[config.mk]
export PLATFORM = sky130hd
export DESIGN_NAME = reg_pipe
export DESIGN_NICKNAME = d
export VERILOG_FILES = /design/src/rtl/reg_pipe.sv
export SDC_FILE = /design/constraint.sdc
export NUM_CORES = 1
export LEC_CHECK = 0
export BUFFER_PORTS_ARGS = -buffer_cell sky130_fd_sc_hd__buf_2
export CORE_MARGIN = 5
export CORE_UTILIZATION = 50
export DETAILED_ROUTE_END_ITERATION = 16
export PLACE_DENSITY = 0.76
export RECOVER_POWER = 50
export SYNTH_ARGS = -nofsm -noshare
export SYNTH_HDL_FRONTEND = slang
export SYNTH_SLANG_ARGS = --single-unit
[constraint.sdc]
create_clock -name clk -period 2.7 [get_ports clk]
set_input_delay 0.135 -clock clk [delete_from_list [all_inputs] [get_ports clk]]
set_output_delay 0.135 -clock clk [all_outputs]
set_load 0.05 [all_outputs]
[src/rtl/reg_pipe.sv]
`default_nettype none
// ============================================================================
// Module   : reg_pipe
// Brief    : Elastic DEPTH-stage register pipeline with valid/ready flow
//            control, bubble collapse, flush and a registered occupancy count.
//            Optional macro REG_PIPE_CLEAR_EN makes empty stages reload RESET_VAL.
// Revision : 1.0
// ============================================================================
module reg_pipe #(
  parameter int              WIDTH     = 32,
  parameter int              DEPTH     = 2,
  parameter logic [WIDTH-1:0] RESET_VAL = '0,
  localparam int             CW        = $clog2(DEPTH + 1)
) (
  input  logic             clk,
  input  logic             rst,
  input  logic             in_valid,
  output logic             in_ready,
  input  logic [WIDTH-1:0] in_data,
  output logic             out_valid,
  input  logic             out_ready,
  output logic [WIDTH-1:0] out_data,
  input  logic             flush,
  output logic [CW-1:0]    count
);

  generate
    if (DEPTH < 1) begin : g_bad_depth
      $error("reg_pipe: DEPTH must be >= 1");
    end
    if (WIDTH < 1) begin : g_bad_width
      $error("reg_pipe: WIDTH must be >= 1");
    end
  endgenerate

  logic [DEPTH-1:0]            stage_valid;
  logic [DEPTH-1:0]            valid_nxt;
  logic [DEPTH-1:0]            src_valid;
  logic [DEPTH-1:0]            ready;
  logic [DEPTH-1:0][WIDTH-1:0] stage_data;
  logic [DEPTH-1:0][WIDTH-1:0] src_data;
  logic [CW-1:0]               count_q;
  logic [CW-1:0]               count_nxt;
  logic                        tail_full;

  // ready_i = !valid_i || ready_(i+1) unrolled: a stage is blocked only when it
  // and every stage after it are full and the sink is stalled.
  always_comb begin
    tail_full = 1'b1;
    ready     = '0;
    for (int i = DEPTH - 1; i >= 0; i--) begin
      tail_full = tail_full & stage_valid[i];
      ready[i]  = !tail_full || out_ready;
    end
  end

  assign in_ready = ready[0] && !flush;

  generate
    for (genvar i = 0; i < DEPTH; i++) begin : g_src
      if (i == 0) begin : g_head
        assign src_valid[i] = in_valid && !flush;
        assign src_data[i]  = in_data;
      end else begin : g_body
        assign src_valid[i] = stage_valid[i-1];
        assign src_data[i]  = stage_data[i-1];
      end
    end
  endgenerate

  always_comb begin
    valid_nxt = stage_valid;
    count_nxt = '0;
    for (int i = 0; i < DEPTH; i++) begin
      if (flush) begin
        valid_nxt[i] = 1'b0;
      end else if (ready[i]) begin
        valid_nxt[i] = src_valid[i];
      end
      count_nxt = count_nxt + CW'(valid_nxt[i]);
    end
  end

  always_ff @(posedge clk) begin
    if (rst) begin
      stage_valid <= '0;
      count_q     <= '0;
    end else begin
      stage_valid <= valid_nxt;
      count_q     <= count_nxt;
    end
  end

  generate
    for (genvar i = 0; i < DEPTH; i++) begin : g_stage
      logic             load;
      logic             clear;
      logic [WIDTH-1:0] data_r;

      assign load = !flush && ready[i] && src_valid[i];
`ifdef REG_PIPE_CLEAR_EN
      assign clear = flush || (ready[i] && !src_valid[i]);
`else
      // Empty stages keep stale data to avoid needless toggling.
      assign clear = 1'b0;
`endif

      always_ff @(posedge clk) begin
        if (rst || clear) begin
          data_r <= RESET_VAL;
        end else if (load) begin
          data_r <= src_data[i];
        end
      end

      assign stage_data[i] = data_r;
    end
  endgenerate

  assign out_valid = stage_valid[DEPTH-1];
  assign out_data  = stage_data[DEPTH-1];
  assign count     = count_q;

`ifndef SYNTHESIS
  a_count_bound : assert property (@(posedge clk) disable iff (rst)
    int'(count_q) <= DEPTH);

  a_count_pop : assert property (@(posedge clk) disable iff (rst)
    int'(count_q) == $countones(stage_valid));

  a_out_stable : assert property (@(posedge clk) disable iff (rst)
    (out_valid && !out_ready && !flush) |=> (out_valid && $stable(out_data)));
`endif

endmodule
`default_nettype wire

**Word level (Yosys, flattened, before mapping)**

Index checks and enable logic that the tools add are counted.

- Add/sub/neg operators: 1
- Reductions and logical operators: 10
- Mux-type cells: 4
- Bitwise logic cells: 1

Operator list:

| cell | count |
|---|---|
| $logic_and 1x1->1 | 5 |
| $mux 1 | 4 |
| $logic_not 1->1 | 3 |
| $add 1x1->2 | 1 |
| $logic_or 1x1->1 | 2 |
| $and 1x1->1 | 1 |

- Flip-flop bits (word level): 68
- Output and inout port bits: 36

**Logic depth before layout (Yosys ltp)**

Gate-level depths: netlist (run 1).

- Depth after elaboration: 6
- Gate-level depth with buffers: 7
- Mapped depth without buffers: 5

**Worst setup path after synthesis (run 1)**

OpenSTA, ideal clock, no wires.

- Path type: register -> output
- From: register stage_valid[1]
- To: output in_ready
- Stages on the path, launching flop included: 5
- Buffers on the path: 2
- Path slack: 0.810 ns
- Required time: 2.565 ns
- Arrival time: 1.755 ns
- Cell sequence: dfxtp_1 nor2b_1 buf_6 buf_2 a21oi_1

- Word-level cells in the longest chain between the ends: 4

RTL lines:

| element | RTL line | RTL |
|---|---|---|
| start, declared | 36 | `logic [DEPTH-1:0] stage_valid;` |
| start signal, assigned | 89 | `stage_valid <= valid_nxt;` |
| $and 1x1->1 | 52 | `tail_full = tail_full & stage_valid[i];` |
| $logic_not 1->1 | 53 | `ready[i] = !tail_full \|\| out_ready;` |
| $logic_or 1x1->1 | 53 |  |
| $logic_and 1x1->1 | 57 | `assign in_ready = ready[0] && !flush;` |
| end, declared | 18 | `output logic in_ready,` |

No other way between the ends.

**Worst setup path in the final report (run 1)**

- From: register stage_valid[1]
- To: register g_stage[0].data_r[17]

- Word-level cells in the longest chain between the ends: 5

RTL lines:

| element | RTL line | RTL |
|---|---|---|
| $and 1x1->1 | 52 |  |
| $logic_not 1->1 | 53 |  |
| $logic_or 1x1->1 | 53 |  |
| $logic_and 1x1->1 (2 in a row) | 100 | `assign load = !flush && ready[i] && src_valid[i];` |
| end signal, assigned | 112 | `data_r <= src_data[i];` |
| end, declared | 98 | `logic [WIDTH-1:0] data_r;` |

No other way between the ends.
A chain may end at the register's enable or synchronous reset.

==> out/qor.txt, run 1 <==
Mapped Area: 2860 sq um
Grt total ovfl: 0
Worst Setup End Kind: register
Leakage Power: 1.22 nW
Number of synthesized register bits: 68
Hold WC Path Type: in -> reg
DRT Wirelength: 6240 um
Nets: 403
GRT Util Overall: 17.7%
Die H: 85.7 um
WL per Instance: 14.1 um
Rel. slew slack: 31.5%
Top post-synthesis cells by count: 68 x dfxtp_1, 65 x nand2b_1, 34 x a21oi_1, 32 x mux2i_1, 32 x nand3_1
Worst Hold Slack: 0.0407 ns
CTS H-tree lvls: 3
Setup violators final: 0
DP Worst Slack: 0.993 ns
Pin count of the biggest net entering global routing: 101
Clock sinks: 68
Post-Syn Area per Cell: 9.42 sq um
Top-area cell type share of the netlist area: 47.5%
RePlAce Congestion: 0.765
Core Rows: 27
Routed vias/inst: 5.15
Post-Synthesis Cells: 304
IO buf count: 72
Asr flop ratio synth: 0%
Post-CTS Hold Buffers: 0
Worst EP required: 2.98 ns
Netlist cell types: 19
GR met2 Demand/Resource: 26.9%
Fmax: 509 MHz
Worst slew pin tran: 1.03 ns
Final hold viol count: 0
Ys flop type: dfxtp_1
Vias in the first global route: 2230
Worst vdd ir: 291 uV
TNS Setup: 0 ns
Number of synthesized flops with an enable pin: 0
Share of the yosys chip area belonging to registers: 47.5%
M3 GR Usage: 4.42%
Synth top area cells: dfxtp_1 48%, nand2b_1 14%, mux2i_1 11%, a21oi_1 5.9%, nand3_1 5.6%
Antenna Cells: 0
Count leader, synth: dfxtp_1
Met1 usage: 23.3%
Max Cap Viol: 0
TritonCTS clock tree: yes
DP Wirelength: 4020 um
CTS max path bufs: 2
Detail Route Antenna Nets: 0
Initial core utilization: 51.7%
Yosys warns: 0
Root Driver: clkbuf_8
Worst Path Arrival: 2.24 ns
Post-cts sizing count: 0
Synth-to-Final Area Change: 16.2%
Crit path kind: reg -> reg
First-pass GRT wire length: 10300 um
Unrepaired setup endpoints after global routing: no
DRC Markers: 0
Die X: 85.7 um
Tcrit/Tclk final: 72.7%
CTS buffer count: 9
Crit start category: register
Final period demand of the worst path: 1.96 ns
Synth Net Count: 342
Initial antenna violation count: 0
Slew Limit Fails: 0
Setup WS post-layout: 0.736 ns
# IOs: 73
Status: complete, no violations
Area of the multi-input gates: 1300 sq um
Clk_skew: 0.00622 ns
Grt peak-use layer: met2
Power density cells: 617 nW/um^2
Later-pin clock latency in the skew report: 0.34 ns
DRT iter0 DRCs: 205
Sequential Area: 1360 sq um
Share of post-route cells with drive strength above 1: 16.2%
Filler cells: 528
Max FO, Critical Path: 26
CORE AREA: 5540 sq um
Yosys top cell by area: dfxtp_1
Setup bufs post-CTS: 0
Die area: 7340 sq um
Drt first pass iters: 4
DR vias: 2277
CTS clock-pin slew for the worst setup and hold paths: 0.07 ns
Total power: 2.05 mW
-- flip-flops by register name, indices dropped and copies added (netlist names) --
register	cells
out_data	32
count	2
stage_valid	2
g_stage.data_r	32
-- final timing paths --
path | cells past startpoint | slack [ns] | endpoint | start
max reg2reg | 4 | 0.74 | g_stage[0].data_r[17] | stage_valid[1]
min | 3 | 0.04 | g_stage[0].data_r[23] | in_data[23]
min reg2reg | 2 | 0.46 | out_data[10] | g_stage[0].data_r[10]
max | 4 | 0.74 | g_stage[0].data_r[17] | stage_valid[1]
-- cell usage in the layout, fill, tap and decap left out, drive strengths merged, types with 3 or more instances in the layout --
cell type / netlist / routed
dfxtp: 68 / 68
nand2b: 66 / 66
clkbuf: 10 / 47
buf: 18 / 43
a21oi: 35 / 35
mux2i: 32 / 32
nand3: 32 / 32
o21ai: 32 / 32
nor2b: 4 / 4
nor2: 3 / 3
-- through the flow --
stage	instances	utilization [%]	instance area (sq um)
final	442	60.1	3330
after global routing	442	60.1	3330
after CTS	442	61.1	3390
after detailed placement	426	57.5	3180
after global placement	426	57.5	3180
after floorplan	304	-	2860
-- layer usage --
layer  wire (um)  vias up  part of all wire (%)
met5           0        -                     0
met4         102        0                   1.6
met3         404        9                   6.5
met2        2810       68                    45
met1        2930     1047                    47
li1            -     1153                     -
-- critical path: stages, from the launching register on --
cell and delay (ns):
dfxtp_1 0.32, nor2b_2 0.25, a21oi_1 0.79, buf_12 0.31, mux2i_1 0.21
-- cell type report --
type                    instances  area share (%)
flip-flops and latches         68            40.9
multi-input cells             208            39.1
repair buffers                 78            11.2
clock buffers                  12            4.66
well taps                      72            2.71
clock inverters                 4            1.43
-- power by group --
| part | switching (mW) | total [mW] | internal, mW |
|---|---|---|---|
| clock | 0.371 | 0.845 | 0.474 |
| sequential | 0.0160 | 1.05 | 1.03 |
| combinational | 0.0896 | 0.161 | 0.0710 |
-- cells by family after synthesis --
kind of cell             synth area share (%)
adder cells (fa/ha/maj)                 0.437
AO/OA/AOI/OAI                            12.1
buffers and inverters                    6.77
AND/OR/NAND/NOR                          22.0
flip-flops                               47.5
multiplexers                             11.2
No activity file was read; power rests on OpenSTA's default activity.
==> run 2, diff against run 1 <==
==> constraint.sdc (replaced) <==
create_clock -name clk -period 1.9 [get_ports clk]
set_input_delay 0.095 -clock clk [delete_from_list [all_inputs] [get_ports clk]]
set_output_delay 0.095 -clock clk [all_outputs]
set_load 0.05 [all_outputs]
==> out/qor.txt, run 2 (same netlist as run 1, synthesis figures left out) <==
Status: complete, no violations (unchanged)
Final cell count without fillers: 445 (was 442)
Routed vias/inst: 5.12 (was 5.15)
Max FO, Critical Path: 27 (was 26)
Worst Path Arrival: 1.93 ns (was 2.24 ns)
Die X: 85.7 um (unchanged)
Worst EP required: 2.16 ns (was 2.98 ns)
Sequential Area: 1360 sq um (unchanged)
Die H: 85.7 um (unchanged)
Nets: 406 (was 403)
GRT Util Overall: 17.7% (about the same)
Fmax: 599 MHz (was 509 MHz)
Initial antenna violation count: 0 (unchanged)
Root Driver: clkbuf_8 (unchanged)
Synth-to-Final Area Change: 17.3% (was 16.2%)
Final period demand of the worst path: 1.67 ns (was 1.96 ns)
Core Rows: 27 (unchanged)
Pin count of the biggest net entering global routing: 70 (was 101)
WL per Instance: 14.1 um (about the same)
Power density cells: 864 nW/um^2 (was 617 nW/um^2)
CTS buffer count: 9 (unchanged)
# IOs: 73 (unchanged)
Grt total ovfl: 0 (unchanged)
CTS max path bufs: 2 (unchanged)
Worst Hold Slack: 0.0158 ns (was 0.0407 ns)
DRC Markers: 0 (unchanged)
Setup violators final: 0 (unchanged)
Leakage Power: 1.23 nW (was 1.22 nW)
Later-pin clock latency in the skew report: 0.33 ns (was 0.34 ns)
Area of the multi-input gates: 1310 sq um (was 1300 sq um)
Die area: 7340 sq um (unchanged)
Final hold viol count: 0 (unchanged)
DRT Wirelength: 6290 um (was 6240 um)
Hold WC Path Type: in -> reg (unchanged)
Share of post-route cells with drive strength above 1: 15.8% (was 16.2%)
Initial core utilization: 51.7% (unchanged)
Antenna Cells: 0 (unchanged)
DP Wirelength: 4160 um (was 4020 um)
Crit path kind: reg -> reg (unchanged)
DRT iter0 DRCs: 213 (was 205)
Slew Limit Fails: 0 (unchanged)
Worst vdd ir: 553 uV (was 291 uV)
Detail Route Antenna Nets: 0 (unchanged)
TNS Setup: 0 ns (unchanged)
Clock sinks: 68 (unchanged)
Tcrit/Tclk final: 87.9% (was 72.7%)
Filler cells: 525 (was 528)
DR vias: 2277 (unchanged)
Clk_skew: 0.00723 ns (was 0.00622 ns)
Rel. slew slack: 26.6% (was 31.5%)
IO buf count: 72 (unchanged)
Worst slew pin tran: 1.10 ns (was 1.03 ns)
Max Cap Viol: 0 (unchanged)
Vias in the first global route: 2232 (was 2230)
Most frequent cells in the layout: 68 x dfxtp_1, 65 x nand2b_1, 39 x clkbuf_1 (was 68 x dfxtp_1, 66 x nand2b_1, 37 x buf_2)
Placed Cells: 427 (was 426)
RePlAce Congestion: 0.728 (was 0.765)
Unrepaired setup endpoints after global routing: no (unchanged)
CTS H-tree lvls: 3 (unchanged)
TritonCTS clock tree: yes (unchanged)
CTS clock-pin slew for the worst setup and hold paths: 0.07 ns (about the same)
Commonest non-fill, non-tap cell in the layout: dfxtp_1 (unchanged)
Worst Setup End Kind: register (unchanged)
First-pass GRT wire length: 10400 um (was 10300 um)
CORE AREA: 5540 sq um (unchanged)
Crit start category: register (unchanged)
Drt first pass iters: 4 (unchanged)
==> run 2: cell count changes in the layout (fill, tap and decap cells not counted), moves of 2 or more <==
cell,change
clkbuf_1,+3
clkinv_2,-2
dlygate4sd3_1,+2
o21ai_0,-4
o21ai_1,+4
==> run 2: metrics by stage <==
step | util (%) | instance area (sq um) | power, mW | setup slack (ns)
after detailed placement | 57.8 | 3200 | 1.76 | 0.271
after floorplan | - | 2860 | 1.69 | 0.0496
after global placement | 57.8 | 3200 | 1.75 | 0.364
final | 60.7 | 3360 | 2.90 | 0.230
after global routing | 60.7 | 3360 | 3.03 | 0.104
after CTS | 61.5 | 3410 | 2.94 | 0.257
==> run 2: path summary, 6_finish.rpt <==
path / startpoint / endpoint / slack (ns) / cells after the start
max: stage_valid[1] / g_stage[0].data_r[7] / 0.23 / 4
min: in_data[1] / g_stage[0].data_r[1] / 0.02 / 3
max reg2reg: stage_valid[1] / g_stage[0].data_r[7] / 0.23 / 4
min reg2reg: g_stage[0].data_r[29] / out_data[29] / 0.46 / 2
==> run 2: cell type report <==
| type | instances | area share (%) |
|---|---|---|
| timing repair buffer | 81 | 12.0 |
| clock buffer | 15 | 4.95 |
| sequential | 68 | 40.5 |
| clock inverter | 1 | 0.894 |
| tap | 72 | 2.68 |
| multi-input combinational | 208 | 39.0 |
==> run 2: routing by layer <==
layer | share of wire, % | track usage, % | wire length [um] | up-vias
li1 | - | - | - | 1152
met1 | 45 | 21.9 | 2800 | 1053
met2 | 47 | 28.7 | 2970 | 66
met3 | 7.1 | 5.38 | 449 | 6
met4 | 1.1 | 7.34 | 70 | 0
met5 | 0 | 0 | 0 | -
==> run 2: power by group <==
group,switching (mW),internal (mW)
combinational,0.129,0.106
sequential,0.0231,1.47
clock,0.497,0.681
total,0.649,2.25
==> run 2: what timing repair did <==
item | 4_1_cts | 5_1_grt
setup buffers | 0 | 0
endpoints found under the hold margin | 1 | 1
gates resized for setup | 0 | 0
hold buffers | 1 | 1
setup endpoints to repair | 0 | 0
==> run 2: worst max-delay path: stages (launching register included) <==
cell and delay, ns:
dfxtp_1 0.32, nor2b_1 0.17, a21oi_4 0.30, clkbuf_4 0.55, mux2i_1 0.24
==> run 3, diff against run 2 <==
--- a/config.mk
+++ b/config.mk
@@ -8,9 +8,11 @@
 export BUFFER_PORTS_ARGS = -buffer_cell sky130_fd_sc_hd__buf_2
 export CORE_MARGIN = 5
 export CORE_UTILIZATION = 50
+export CTS_CLUSTER_DIAMETER = 30
 export DETAILED_ROUTE_END_ITERATION = 16
 export PLACE_DENSITY = 0.76
 export RECOVER_POWER = 50
+export REMOVE_ABC_BUFFERS = 1
 export SYNTH_ARGS = -nofsm -noshare
 export SYNTH_HDL_FRONTEND = slang
 export SYNTH_SLANG_ARGS = --single-unit
==> out/qor.txt, run 3 (same netlist as run 1, synthesis figures left out) <==
Max FO, Critical Path: 10 (was 27)
Crit start category: register (unchanged)
Filler cells: 500 (was 525)
Root Driver: clkbuf_8 (unchanged)
Fmax: 585 MHz (was 599 MHz)
Leakage Power: 1.24 nW (was 1.23 nW)
Die area: 7340 sq um (unchanged)
Later-pin clock latency in the skew report: 0.33 ns (about the same)
DRT Wirelength: 6020 um (was 6290 um)
Grt total ovfl: 0 (unchanged)
WL per Instance: 13.5 um (was 14.1 um)
Detail Route Antenna Nets: 0 (unchanged)
Util after Layout: 61.0% (was 60.7%)
Worst slew pin tran: 1.13 ns (was 1.10 ns)
Die H: 85.7 um (unchanged)
Synth-to-Final Area Change: 18.0% (was 17.3%)
Final hold viol count: 0 (unchanged)
Setup violators final: 0 (unchanged)
Slew Limit Fails: 0 (unchanged)
Die X: 85.7 um (unchanged)
Drt first pass iters: 4 (unchanged)
CORE AREA: 5540 sq um (unchanged)
CTS clock-pin slew for the worst setup and hold paths: 0.07 ns (about the same)
Power density cells: 887 nW/um^2 (was 864 nW/um^2)
Clock sinks: 68 (unchanged)
IO buf count: 72 (unchanged)
Status: complete, no violations (unchanged)
Share of post-route cells with drive strength above 1: 16.4% (was 15.8%)
Hold Path Origin: in_data[19] (was in_data[1])
Vias in the first global route: 2143 (was 2232)
# IOs: 73 (unchanged)
DP Wirelength: 3820 um (was 4160 um)
Clock power share: 42.5% (was 40.6%)
Antenna Cells: 0 (unchanged)
Rel. slew slack: 24.5% (was 26.6%)
Sequential Area: 1360 sq um (unchanged)
Reg2reg path depth: 4 (unchanged)
Power Internal: 2.35 mW (was 2.25 mW)
Initial core utilization: 51.7% (unchanged)
DR vias: 2256 (was 2277)
DRT iter0 DRCs: 136 (was 213)
Tcrit/Tclk final: 89.9% (was 87.9%)
Worst Setup End Kind: output pin (was register)
Unrepaired setup endpoints after global routing: no (unchanged)
CTS max path bufs: 2 (unchanged)
Clk_skew: 0.00728 ns (was 0.00723 ns)
Commonest non-fill, non-tap cell in the layout: dfxtp_1 (unchanged)
Sw Pwr: 0.650 mW (was 0.649 mW)
Routed vias/inst: 5.07 (was 5.12)
TNS Setup: 0 ns (unchanged)
Crit path kind: reg -> out (was reg -> reg)
Reg-to-Reg End: g_stage[0].data_r[15] (was g_stage[0].data_r[7])
Min-Delay Path Depth: 3 (unchanged)
Worst Path Arrival: 1.61 ns (was 1.93 ns)
R2R Path Start: stage_valid[1] (unchanged)
Nets: 406 (unchanged)
Final period demand of the worst path: 1.71 ns (was 1.67 ns)
CTS H-tree lvls: 3 (unchanged)
Max Cap Viol: 0 (unchanged)
CTS buffer count: 9 (unchanged)
Hold WC Path Type: in -> reg (unchanged)
Core Rows: 27 (unchanged)
TritonCTS clock tree: yes (unchanged)
Hold endpoint: g_stage[0].data_r[19] (was g_stage[0].data_r[1])
Worst EP required: 1.80 ns (was 2.16 ns)
Logic pwr share: 7.7% (was 8.1%)
GRT Util Overall: 16.8% (was 17.7%)
First-pass GRT wire length: 9980 um (was 10400 um)
Worst vdd ir: 537 uV (was 553 uV)
Most frequent cells in the layout: 68 x dfxtp_1, 65 x nand2b_1, 38 x clkbuf_1, 38 x buf_2, 34 x a21oi_1 (was 68 x dfxtp_1, 65 x nand2b_1, 39 x clkbuf_1)
Sequential Power Share: 49.7% (was 51.3%)
Pin count of the biggest net entering global routing: 101 (was 70)
Area of the multi-input gates: 1310 sq um (about the same)
RePlAce Congestion: 0.725 (was 0.728)
Sw frac: 21.7% (was 22.3%)
FF-to-FF setup slack: 0.23 ns (about the same)
Initial antenna violation count: 0 (unchanged)
DRC Markers: 0 (unchanged)
## run 3: per-stage QoR
stage               setup slack, ns  hold slack (ns)  total power, mW  instances  area (sq um)
finish                        0.191           0.0236             3.00        445          3380
global route                 0.0805           0.0132             3.12        445          3380
CTS                           0.184          0.00262             3.03        445          3430
detailed placement            0.261            0.361             1.75        427          3190
global placement              0.317            0.358             1.75        427          3190
floorplan                    -0.769            0.164             1.65        276          2670
## run 3: layer usage
metal / wire (um) / part of all wire [%] / up-vias / global-route usage (%)
li1: - / - / 1164 / -
met2: 2820 / 47 / 57 / 26.0
met3: 377 / 6.3 / 2 / 6.05
met4: 21 / 0.35 / 0 / 5.90
met1: 2790 / 46 / 1033 / 21.8
met5: 0 / 0 / - / 0
## run 3: worst max-delay path by stage
stage	startpoint	endpoint	slack (ns)	cells after the start
4_1_cts	stage_valid[1]	in_ready	0.18	4
5_1_grt	stage_valid[1]	in_ready	0.08	4
6_report	stage_valid[1]	in_ready	0.19	4
3_3_place_gp	stage_valid[1]	out_data[7]	0.32	3
2_1_floorplan	stage_valid[1]	g_stage[0].data_r[0]	-0.77	3
3_5_place_dp	stage_valid[1]	out_data[22]	0.26	3
## run 3: critical path, cell delays in order (launching register included)
cell and delay, ns:
dfxtp_1 0.34, nor2b_2 0.41, buf_4 0.24, a21oi_1 0.08, buf_2 0.22
## run 3: power by group through the flow
| stage | logic [mW] | registers (mW) | clock network, mW |
|---|---|---|---|
| 3_3_place_gp | 0.230 | 1.52 | 0 |
| 3_5_place_dp | 0.233 | 1.52 | 0 |
| 2_1_floorplan | 0.114 | 1.54 | 0 |
| 6_report | 0.232 | 1.49 | 1.27 |
| 5_1_grt | 0.256 | 1.49 | 1.37 |
| 4_1_cts | 0.238 | 1.49 | 1.31 |
## run 3: layout make-up
| cell class | instances | area share (%) |
|---|---|---|
| Clock inverter | 4 | 2.15 |
| Multi-Input combinational cell | 208 | 38.9 |
| Tap cell | 72 | 2.67 |
| Sequential cell | 68 | 40.3 |
| Clock buffer | 12 | 4.30 |
| Timing Repair Buffer | 81 | 11.7 |
## run 3: what timing repair did
item	4_1_cts	5_1_grt
setup buffers	0	0
gates resized for setup	0	0
hold buffers	2	0
endpoints found under the hold margin	2	0
